## config.mk

```make
export PLATFORM = sky130hd
export DESIGN_NAME = rgb2raw_mosaic_flat
export DESIGN_NICKNAME = d
export VERILOG_FILES = /design/src/rtl/camera_pkg.sv /design/src/rtl/rgb2raw_mosaic_if.sv /design/src/rtl/pixel_xy_counter.sv /design/src/rtl/rgb2raw_mosaic.sv /design/src/flat_wrapper.sv
export SDC_FILE = /design/constraint.sdc
export NUM_CORES = 1
export LEC_CHECK = 0
export CORE_ASPECT_RATIO = 1.75
export CORE_MARGIN = 4
export CORE_UTILIZATION = 55
export DETAILED_ROUTE_END_ITERATION = 10
export MAX_ROUTING_LAYER = met4
export PLACE_DENSITY = 0.88
export RECOVER_POWER = 100
export SYNTH_ARGS = -nofsm -noshare
export SYNTH_HDL_FRONTEND = slang
export SYNTH_SLANG_ARGS = --single-unit
```

## constraint.sdc

```tcl
create_clock -name iCLK -period 3.9 [get_ports iCLK]
set_input_delay 0.78 -clock iCLK [delete_from_list [all_inputs] [get_ports iCLK]]
set_output_delay 0.78 -clock iCLK [all_outputs]
set_load 0.01 [all_outputs]
```

## src/rtl/camera_pkg.sv

```systemverilog
// camera_pkg: shared Bayer phase/channel types, pixel width and CFA channel lookup
package camera_pkg;
    localparam int PIX_W = 12;
    typedef enum logic [1:0] {GRBG, RGGB, BGGR, GBRG} bayer_e;
    typedef enum logic [1:0] {CH_R, CH_G, CH_B} chan_e;
    // phase = {Y[0], X[0]}; diagonal phases (00/11) are the same colour family
    function automatic chan_e bayer_chan(bayer_e bayer, logic [1:0] phase);
        logic diag;
        diag = phase[1] == phase[0];
        case (bayer)
            GRBG:    bayer_chan = diag ? CH_G : (phase[0] ? CH_R : CH_B);
            RGGB:    bayer_chan = !diag ? CH_G : (phase[0] ? CH_B : CH_R);
            BGGR:    bayer_chan = !diag ? CH_G : (phase[0] ? CH_R : CH_B);
            default: bayer_chan = diag ? CH_G : (phase[0] ? CH_B : CH_R);
        endcase
    endfunction
endpackage

```

## src/rtl/rgb2raw_mosaic_if.sv

```systemverilog
// rgb2raw_mosaic_if: RGB pixel input and Bayer RAW output bundle
interface rgb2raw_mosaic_if;
    import camera_pkg::*;
    logic             iSOF;
    logic             iDVAL;
    logic [PIX_W-1:0] iRed;
    logic [PIX_W-1:0] iGreen;
    logic [PIX_W-1:0] iBlue;
    logic [PIX_W-1:0] oDATA;
    logic             oDVAL;
    logic [15:0]      oX_Cont;
    logic [15:0]      oY_Cont;
    logic [15:0]      oFrame_Cont;
    logic             oSync_Err;
    modport master (
        output iSOF, iDVAL, iRed, iGreen, iBlue,
        input  oDATA, oDVAL, oX_Cont, oY_Cont, oFrame_Cont, oSync_Err
    );
    modport slave (
        input  iSOF, iDVAL, iRed, iGreen, iBlue,
        output oDATA, oDVAL, oX_Cont, oY_Cont, oFrame_Cont, oSync_Err
    );
endinterface

```

## src/rtl/pixel_xy_counter.sv

```systemverilog
// pixel_xy_counter: X/Y/frame counters with SOF realignment and sticky frame-sync error
module pixel_xy_counter #(
    parameter int H_ACTIVE = 640,
    parameter int V_ACTIVE = 480
) (
    input  logic        iCLK,
    input  logic        iRST,
    input  logic        iSOF,
    input  logic        iDVAL,
    output logic [15:0] oX,
    output logic [15:0] oY,
    output logic [15:0] oFrame_Cont,
    output logic        oSync_Err
);
    logic [15:0] xCnt, yCnt;
    logic sofHit, lastX, lastY;
    // oX/oY are the coordinates of the pixel being accepted this cycle
    always_comb begin
        sofHit = iSOF && iDVAL;
        oX     = sofHit ? '0 : xCnt;
        oY     = sofHit ? '0 : yCnt;
        lastX  = oX == 16'(H_ACTIVE - 1);
        lastY  = oY == 16'(V_ACTIVE - 1);
    end
    always_ff @(posedge iCLK) begin
        if (iRST) begin
            xCnt        <= '0;
            yCnt        <= '0;
            oFrame_Cont <= '0;
            oSync_Err   <= 1'b0;
        end else if (iDVAL) begin
            xCnt <= lastX ? '0 : oX + 16'd1;
            yCnt <= lastX ? (lastY ? '0 : oY + 16'd1) : oY;
            if (lastX && lastY)
                oFrame_Cont <= oFrame_Cont + 16'd1;
            if (sofHit && (xCnt != '0 || yCnt != '0))
                oSync_Err <= 1'b1;
        end
    end
endmodule

```

## src/rtl/rgb2raw_mosaic.sv

```systemverilog
// rgb2raw_mosaic: re-mosaics a 12-bit RGB stream into Bayer RAW with aligned X/Y/frame outputs
module rgb2raw_mosaic import camera_pkg::*; #(
    parameter int H_ACTIVE = 640,
    parameter int V_ACTIVE = 480,
    parameter int BAYER    = 0
) (
    input logic             iCLK,
    input logic             iRST,
    rgb2raw_mosaic_if.slave bus
);
    localparam bayer_e CFA = bayer_e'(BAYER[1:0]);
    logic [15:0] xCur, yCur, frameCnt, s1X, s1Y;
    logic syncErr, s1Dval;
    chan_e s1Sel;
    logic [PIX_W-1:0] s1Red, s1Green, s1Blue, rawPix;
    pixel_xy_counter #(.H_ACTIVE(H_ACTIVE), .V_ACTIVE(V_ACTIVE)) u_xy (
        .iCLK(iCLK),
        .iRST(iRST),
        .iSOF(bus.iSOF),
        .iDVAL(bus.iDVAL),
        .oX(xCur),
        .oY(yCur),
        .oFrame_Cont(frameCnt),
        .oSync_Err(syncErr)
    );
    always_comb rawPix = s1Sel == CH_R ? s1Red : s1Sel == CH_B ? s1Blue : s1Green;
    // frame count and sync error take one register here so they land with oDVAL
    always_ff @(posedge iCLK) begin
        if (iRST) begin
            s1Dval          <= 1'b0;
            s1Sel           <= CH_R;
            s1Red           <= '0;
            s1Green         <= '0;
            s1Blue          <= '0;
            s1X             <= '0;
            s1Y             <= '0;
            bus.oDVAL       <= 1'b0;
            bus.oDATA       <= '0;
            bus.oX_Cont     <= '0;
            bus.oY_Cont     <= '0;
            bus.oFrame_Cont <= '0;
            bus.oSync_Err   <= 1'b0;
        end else begin
            s1Dval          <= bus.iDVAL;
            bus.oDVAL       <= s1Dval;
            bus.oFrame_Cont <= frameCnt;
            bus.oSync_Err   <= syncErr;
            if (bus.iDVAL) begin
                s1Sel   <= bayer_chan(CFA, {yCur[0], xCur[0]});
                s1Red   <= bus.iRed;
                s1Green <= bus.iGreen;
                s1Blue  <= bus.iBlue;
                s1X     <= xCur;
                s1Y     <= yCur;
            end
            if (s1Dval) begin
                bus.oDATA   <= rawPix;
                bus.oX_Cont <= s1X;
                bus.oY_Cont <= s1Y;
            end
        end
    end
endmodule
```

## src/flat_wrapper.sv

```systemverilog
// flat-port wrapper written by rule: the top's interface ports become plain ports
module rgb2raw_mosaic_flat import camera_pkg::*;
#(
    parameter int H_ACTIVE = 640,
    parameter int V_ACTIVE = 480,
    parameter int BAYER    = 0
)
  (iCLK, iRST, bus_iSOF, bus_iDVAL, bus_iRed, bus_iGreen, bus_iBlue, bus_oDATA, bus_oDVAL, bus_oX_Cont, bus_oY_Cont, bus_oFrame_Cont, bus_oSync_Err);
  rgb2raw_mosaic_if bus_i ();
  input logic iCLK;
  input logic iRST;
  input wire logic [$bits(bus_i.iSOF)-1:0] bus_iSOF;
  input wire logic [$bits(bus_i.iDVAL)-1:0] bus_iDVAL;
  input wire logic [$bits(bus_i.iRed)-1:0] bus_iRed;
  input wire logic [$bits(bus_i.iGreen)-1:0] bus_iGreen;
  input wire logic [$bits(bus_i.iBlue)-1:0] bus_iBlue;
  output wire logic [$bits(bus_i.oDATA)-1:0] bus_oDATA;
  output wire logic [$bits(bus_i.oDVAL)-1:0] bus_oDVAL;
  output wire logic [$bits(bus_i.oX_Cont)-1:0] bus_oX_Cont;
  output wire logic [$bits(bus_i.oY_Cont)-1:0] bus_oY_Cont;
  output wire logic [$bits(bus_i.oFrame_Cont)-1:0] bus_oFrame_Cont;
  output wire logic [$bits(bus_i.oSync_Err)-1:0] bus_oSync_Err;
  assign bus_i.iSOF = bus_iSOF;
  assign bus_i.iDVAL = bus_iDVAL;
  assign bus_i.iRed = bus_iRed;
  assign bus_i.iGreen = bus_iGreen;
  assign bus_i.iBlue = bus_iBlue;
  assign bus_oDATA = bus_i.oDATA;
  assign bus_oDVAL = bus_i.oDVAL;
  assign bus_oX_Cont = bus_i.oX_Cont;
  assign bus_oY_Cont = bus_i.oY_Cont;
  assign bus_oFrame_Cont = bus_i.oFrame_Cont;
  assign bus_oSync_Err = bus_i.oSync_Err;
  rgb2raw_mosaic #(.H_ACTIVE(H_ACTIVE), .V_ACTIVE(V_ACTIVE), .BAYER(BAYER)) u_core (.iCLK(iCLK), .iRST(iRST), .bus(bus_i));
endmodule
```

## After elaboration in Yosys (flattened, before gate mapping)

Index checks and enable logic that the tools add are counted.
Widths: inputs -> output; s select.

- Logic and storage cells: 42
- Input bits: 40
- Flip-flop bits (word level): 182
- Output and inout bits: 62

- Add/sub/neg operators: 3
- Reduce and logical (&&, ||, !) cells: 9
- Equal/unequal tests: 4
- Multiplexer cells: 9

Operator list:

| kind | number |
|---|---|
| $mux 16 | 5 |
| $add 16x1->16 const B | 3 |
| $reduce_bool 16->1 | 2 |
| $mux 12 | 2 |
| $eq 16x10->1 const B | 1 |
| $eq 16x9->1 const B | 1 |
| $mux 2 | 2 |
| $reduce_and 2->1 | 2 |
| $logic_and 1x1->1 | 3 |
| $eq 2x2->1 const B | 1 |
| $logic_not 2->1 | 1 |
| $eq 1x1->1 | 1 |
| $logic_or 1x1->1 | 1 |

## Longest topological paths before layout

- Word-level depth: 5
- Depth in mapped cells: 13
- Mapped depth without buffers: 9

## By module

Synthesis repeated with hierarchy kept, for this count alone.

- Cell total of the unflattened synthesis: 855
- Area, all modules: 7,962.6 µm²

By module, submodules not included:

| module | cells an instance | area each (µm²) | times used | sequential area each (µm²) |
|---|---|---|---|---|
| rgb2raw_mosaic | 441 | 4,844.6 | 1 | 2,662.6 |
| pixel_xy_counter | 414 | 3,118.0 | 1 | 980.9 |

## Worst setup path before layout

OpenSTA, ideal clock, no wires.

- Path kind: input -> register
- Start point: in bus_iSOF
- End point: reg u_core.u_xy.oFrame_Cont[7]
- Data required time: 3.772 ns
- Data arrival time: 3.123 ns
- Cell stages on the path: 13
- Path buffers: 4
- Setup time: 0.128 ns
- Slack: 0.650 ns
- Cell sequence: clkbuf_1 nand2_1 clkbuf_1 and2_1 ha_1 and4_1 nand4_2 or2_1 buf_6 buf_6 nor4_4 xnor2_1 nor2_1

- Cells in the longest elaborated chain, start to end: 5
- Elaborated cells between the ends (all ways): 7
- Those cells by class: 2 x eq/ne; 2 x mux; 3 x reduce/logical

Ends and longest elaborated chain:

| what | RTL line | RTL |
|---|---|---|
| start, declared | flat_wrapper.sv:12 | `input wire logic [$bits(bus_i.iSOF)-1:0] bus_iSOF;` |
| $logic_and 1x1->1 | pixel_xy_counter.sv:19 | `sofHit = iSOF && iDVAL;` |
| $mux 16 | pixel_xy_counter.sv:20 | `oX = sofHit ? '0 : xCnt;` |
| net u_core.u_xy.oX[1] | pixel_xy_counter.sv:10 | `output logic [15:0] oX,` |
| $eq 16x10->1 | pixel_xy_counter.sv:22 | `lastX = oX == 16'(H_ACTIVE - 1);` |
| $logic_and 1x1->1 | pixel_xy_counter.sv:34 | `if (lastX && lastY)` |
| $reduce_and 2->1 (no line) | - |  |
| end signal, assigned | pixel_xy_counter.sv:35 | `oFrame_Cont <= oFrame_Cont + 16'd1;` |
| end, declared | pixel_xy_counter.sv:12 | `output logic [15:0] oFrame_Cont,` |

The timed path passes the listed nets, and every way through them passes these cells.
A chain may end at the register's enable or synchronous reset.

## Worst setup path after layout

- Start point: in bus_iSOF
- End point: reg u_core.u_xy.oFrame_Cont[9]

The elaborated chain is that of the path after synthesis.

==> impl_metrics.json <==
{
  "outcome": "complete, but fails checks",
  "violations": "capacitance limit, slew limit",
  "hp-start": "u_core.s1X[2]$_SDFFE_PP0P_",
  "async_reset_ff_share_pct": 0,
  "drive_gt1_share_pct": 5.59,
  "holdPathStages": 2,
  "postCtsHoldBufs": 0,
  "critPathTopFamily": "simple AND/OR/NAND/NOR gates",
  "die_area_um2": 15600,
  "synthToLayoutAreaGrowth_pct": 21.6,
  "cts_resized": 0,
  "fin_crit_sh_pct": 85.8,
  "whs_endpoint": "u_core.s1X[2]$_SDFFE_PP0P_",
  "vias": 6193,
  "seqPwrFrac_pct": 48.5,
  "place_area_um2": 8540,
  "powerDensity_nw_per_um2": 436,
  "die_y_um": 162,
  "postCtsSetupRepairBufs": 0,
  "core_um2": 13400,
  "wl_per_cell_um": 15.5,
  "fmax_mhz": 299,
  "r2r-start": "u_core.s1Dval$_SDFF_PP0_",
  "syn_area_um2": 7470,
  "final_nets": 941,
  "synth.distinct_cells": 55,
  "synth-main-ff-cell": "dfxtp_1",
  "rows": 56,
  "syn_area_per_cell_um2": 9.01,
  "clkTransAtPathRegs_ns": 0.07,
  "grt_pass1_vias": 5961,
  "cts.sinks": 182,
  "worst_ep_required_time_ns": 4.16,
  "antennaDiodeCount": 0,
  "first_pass_iters": 6,
  "internal_power_uw": 3030,
  "fin_crit_ns": 3.35,
  "p_sw_share_pct": 23.5,
  "clkLatencyLatePin_ns": 0.43,
  "pin_count": 102,
  "clkPwrFrac_pct": 45.9,
  "cts_tree": "yes",
  "syn_nets": 872,
  "synth_edf_count": 0,
  "path_class": "input port to register",
  "switchingPower_uw": 929,
  "grt.overflow.total": 0,
  "leakage_uw": 0.00355,
  "p_comb_share_pct": 5.6,
  "multi_input_area_um2": 3490,
  "slew_viol_final": 103,
  "slowest_stage": "dlygate4sd3_1",
  "grt_max_degree": 109,
  "finalHoldViolations": 0,
  "final_cell_area_um2": 9090,
  "drc": 0,
  "critPathLaunchType": "input port",
  "gp_congestion": 0.924,
  "relSlewSlack_pct": -8.22,
  "grt_use_total_pct": 22.9,
  "power_uw": 3960,
  "final_antenna_net_count": 0,
  "yosys_warnings": 0,
  "setup_viol": 0,
  "nFillCells": 1036,
  "min_path_type": "register to register",
  "cpPeakStageDelay_ns": 0.58,
  "ys_ff_latch": 182,
  "path_buf_inv": 1,
  "clockBufferDepth": 2,
  "seq_area_frac_synth_pct": 48.7,
  "dieWidth_um": 96.1,
  "cts_buffers": 17,
  "tightestPinTransition_ns": 1.62,
  "cp.arrival_ns": 3.60,
  "dp.cells": 1054,
  "htree_levels": 4,
  "skew_ns": 0.0130,
  "clockRootBuffer": "clkbuf_16",
  "worstRegToRegCells": 3,
  "regToRegSetupSlack_ns": 0.92,
  "crit_path_end_kind": "register",
  "antenna_found_initial": 0,
  "seq_area_um2": 3640,
  "worstPathCellList": "dlygate4sd3_1 > nand2_1 > and2_0 > ha_1 > and4_1 > nand4_1 > or2_1 > nor4_1 > xnor2_1 > nor2_1",
  "cap_violations": 3,
  "io_buffer_count": 101,
  "vias_per_cell": 5.70,
  "r2r-end": "u_core.bus.oY_Cont[14]$_SDFFE_PP0P_",
  "drt_iter0_drc": 440,
  "utilization_pct": 67.9,
  "rsz0062_at_grt": "false",
  "grt_pass1_wl_um": 28100,
  "dp_hpwl_um": 11000,
  "initial_utilization_pct": 55.9,
  "wl_um": 16800,
  "path_max_fanout": 14,
  "syn_inst": 830,
  "fin_tns_setup_ns": 0,
  "max-vdd-ir-drop_uv": 373,
  "stdcell_count": 1086
}
-- cell families (layout without fill, tap and decap cells) --
family,count (synthesis),in the layout,synth area share (%)
muxes,101,101,13.5
buffers and inverters,69,151,3.80
xor gates and xnor gates,17,17,1.99
adders and majority gates,2,2,0.335
and+or+nand+nor,342,342,22.7
AOI/OAI and AO/OA,117,117,8.89
DFF,182,182,48.7
-- Yosys cell counts, types with 2 or more instances --
master / n / area (um^2)
dfxtp_1: 182 / 3640
nor2_1: 125 / 469
mux2i_1: 101 / 1010
nand2_1: 70 / 263
a21oi_1: 58 / 290
nand3_1: 45 / 225
clkbuf_1: 35 / 131
o21ai_0: 33 / 165
buf_1: 20 / 75.1
nand4_1: 20 / 125
nor2b_1: 20 / 125
nor4_1: 13 / 81.3
and3_1: 11 / 68.8
xnor2_1: 9 / 78.8
xor2_1: 8 / 70.1
nor3_1: 7 / 35.0
and4_1: 4 / 35.0
buf_2: 4 / 20.0
inv_1: 4 / 15.0
nand3b_1: 4 / 30.0
nor4_4: 4 / 85.1
or3_1: 4 / 25.0
a31o_2: 3 / 26.3
a32oi_1: 3 / 26.3
and2_1: 3 / 18.8
nor3_2: 3 / 30.0
a211oi_1: 2 / 15.0
a21boi_0: 2 / 15.0
a21o_1: 2 / 15.0
buf_6: 2 / 22.5
ha_1: 2 / 25.0
o22ai_1: 2 / 12.5
o31ai_1: 2 / 15.0
or2_1: 2 / 12.5
-- sequential cells by signal, summed over array words and instances, names as in the netlist, 12 cells and up --
signal / flops
u_core.u_xy.yCnt: 16
u_core.u_xy.oFrame_Cont: 16
u_core.bus.oFrame_Cont: 16
u_core.s1X: 16
u_core.s1Y: 16
u_core.bus.oY_Cont: 16
u_core.s1Red: 12
u_core.bus.oDATA: 12
u_core.bus.oX_Cont: 16
u_core.s1Blue: 12
u_core.s1Green: 12
u_core.u_xy.xCnt: 16
-- layout make-up --
class	count	share of cell area (%)
clock buffer	17	4.68
clock inverter	15	2.35
inverter	6	0.248
multi-input combinational	579	38.4
sequential	182	40.1
tap	174	2.39
timing repair buffer	113	11.8
-- metrics by stage --
stage	setup slack, ns	hold WS (ns)
after floorplan	0.650	0.439
after global placement	0.320	0.451
after detailed placement	0.258	0.457
after CTS	0.691	0.469
after global routing	0.394	0.483
final	0.554	0.468
-- worst max path at each step --
stage                     depth (start not counted)      from                                  endpoint  slack, ns
after global placement                           10  bus_iSOF         u_core.u_xy.yCnt[14]$_SDFFE_PP0P_       0.32
after detailed placement                         10  bus_iSOF         u_core.u_xy.yCnt[14]$_SDFFE_PP0P_       0.26
after floorplan                                  13  bus_iSOF   u_core.u_xy.oFrame_Cont[7]$_SDFFE_PP0P_       0.65
after global routing                             10  bus_iSOF  u_core.u_xy.oFrame_Cont[13]$_SDFFE_PP0P_       0.39
after CTS                                        10  bus_iSOF         u_core.u_xy.yCnt[14]$_SDFFE_PP0P_       0.69
final                                            10  bus_iSOF   u_core.u_xy.oFrame_Cont[9]$_SDFFE_PP0P_       0.55
-- layer usage --
layer  GRT usage [%]  share of wire [%]  wire, um  vias to the layer above
li1                -                  -         -                     3023
met1            27.2                 41      6840                     2900
met2            37.9                 51      8520                      220
met3            4.08                5.7       956                       50
met4            9.13                3.1       518                        0
met5               -                  0         0                        -
-- power by group through the flow --
stage	combinational (uW)	clock [uW]	sequential, uW
global placement	221	0	1960
finish	223	1820	1920
detailed placement	226	0	1960
CTS	227	1850	1920
global route	245	1930	1930
floorplan	152	0	1950
-- worst register-to-register path, stage by stage (launching register included) --
cell	delay, ns
dfxtp_1	1.37
clkbuf_1	1.08
mux2i_1	0.31
nor2_1	0.06
-- cells in the final DEF, fill, tap and decap left out, types with 5 or more instances in the layout --
cell and instances:
clkbuf_1 5, xnor2_1 9, clkbuf_16 17, inv_1 5, clkdlybuf4s50_1 36, nand4_1 21
and3_1 11, mux2i_1 101, nor4_1 16, dfxtp_1 182, nand3_1 45, dlygate4sd3_1 63
buf_4 8, nor2_1 125, xor2_1 8, a21oi_1 58, o21ai_0 33, nor2b_1 20
nand2_1 70, nor3_1 8
(Power assumes the default switching activity.)
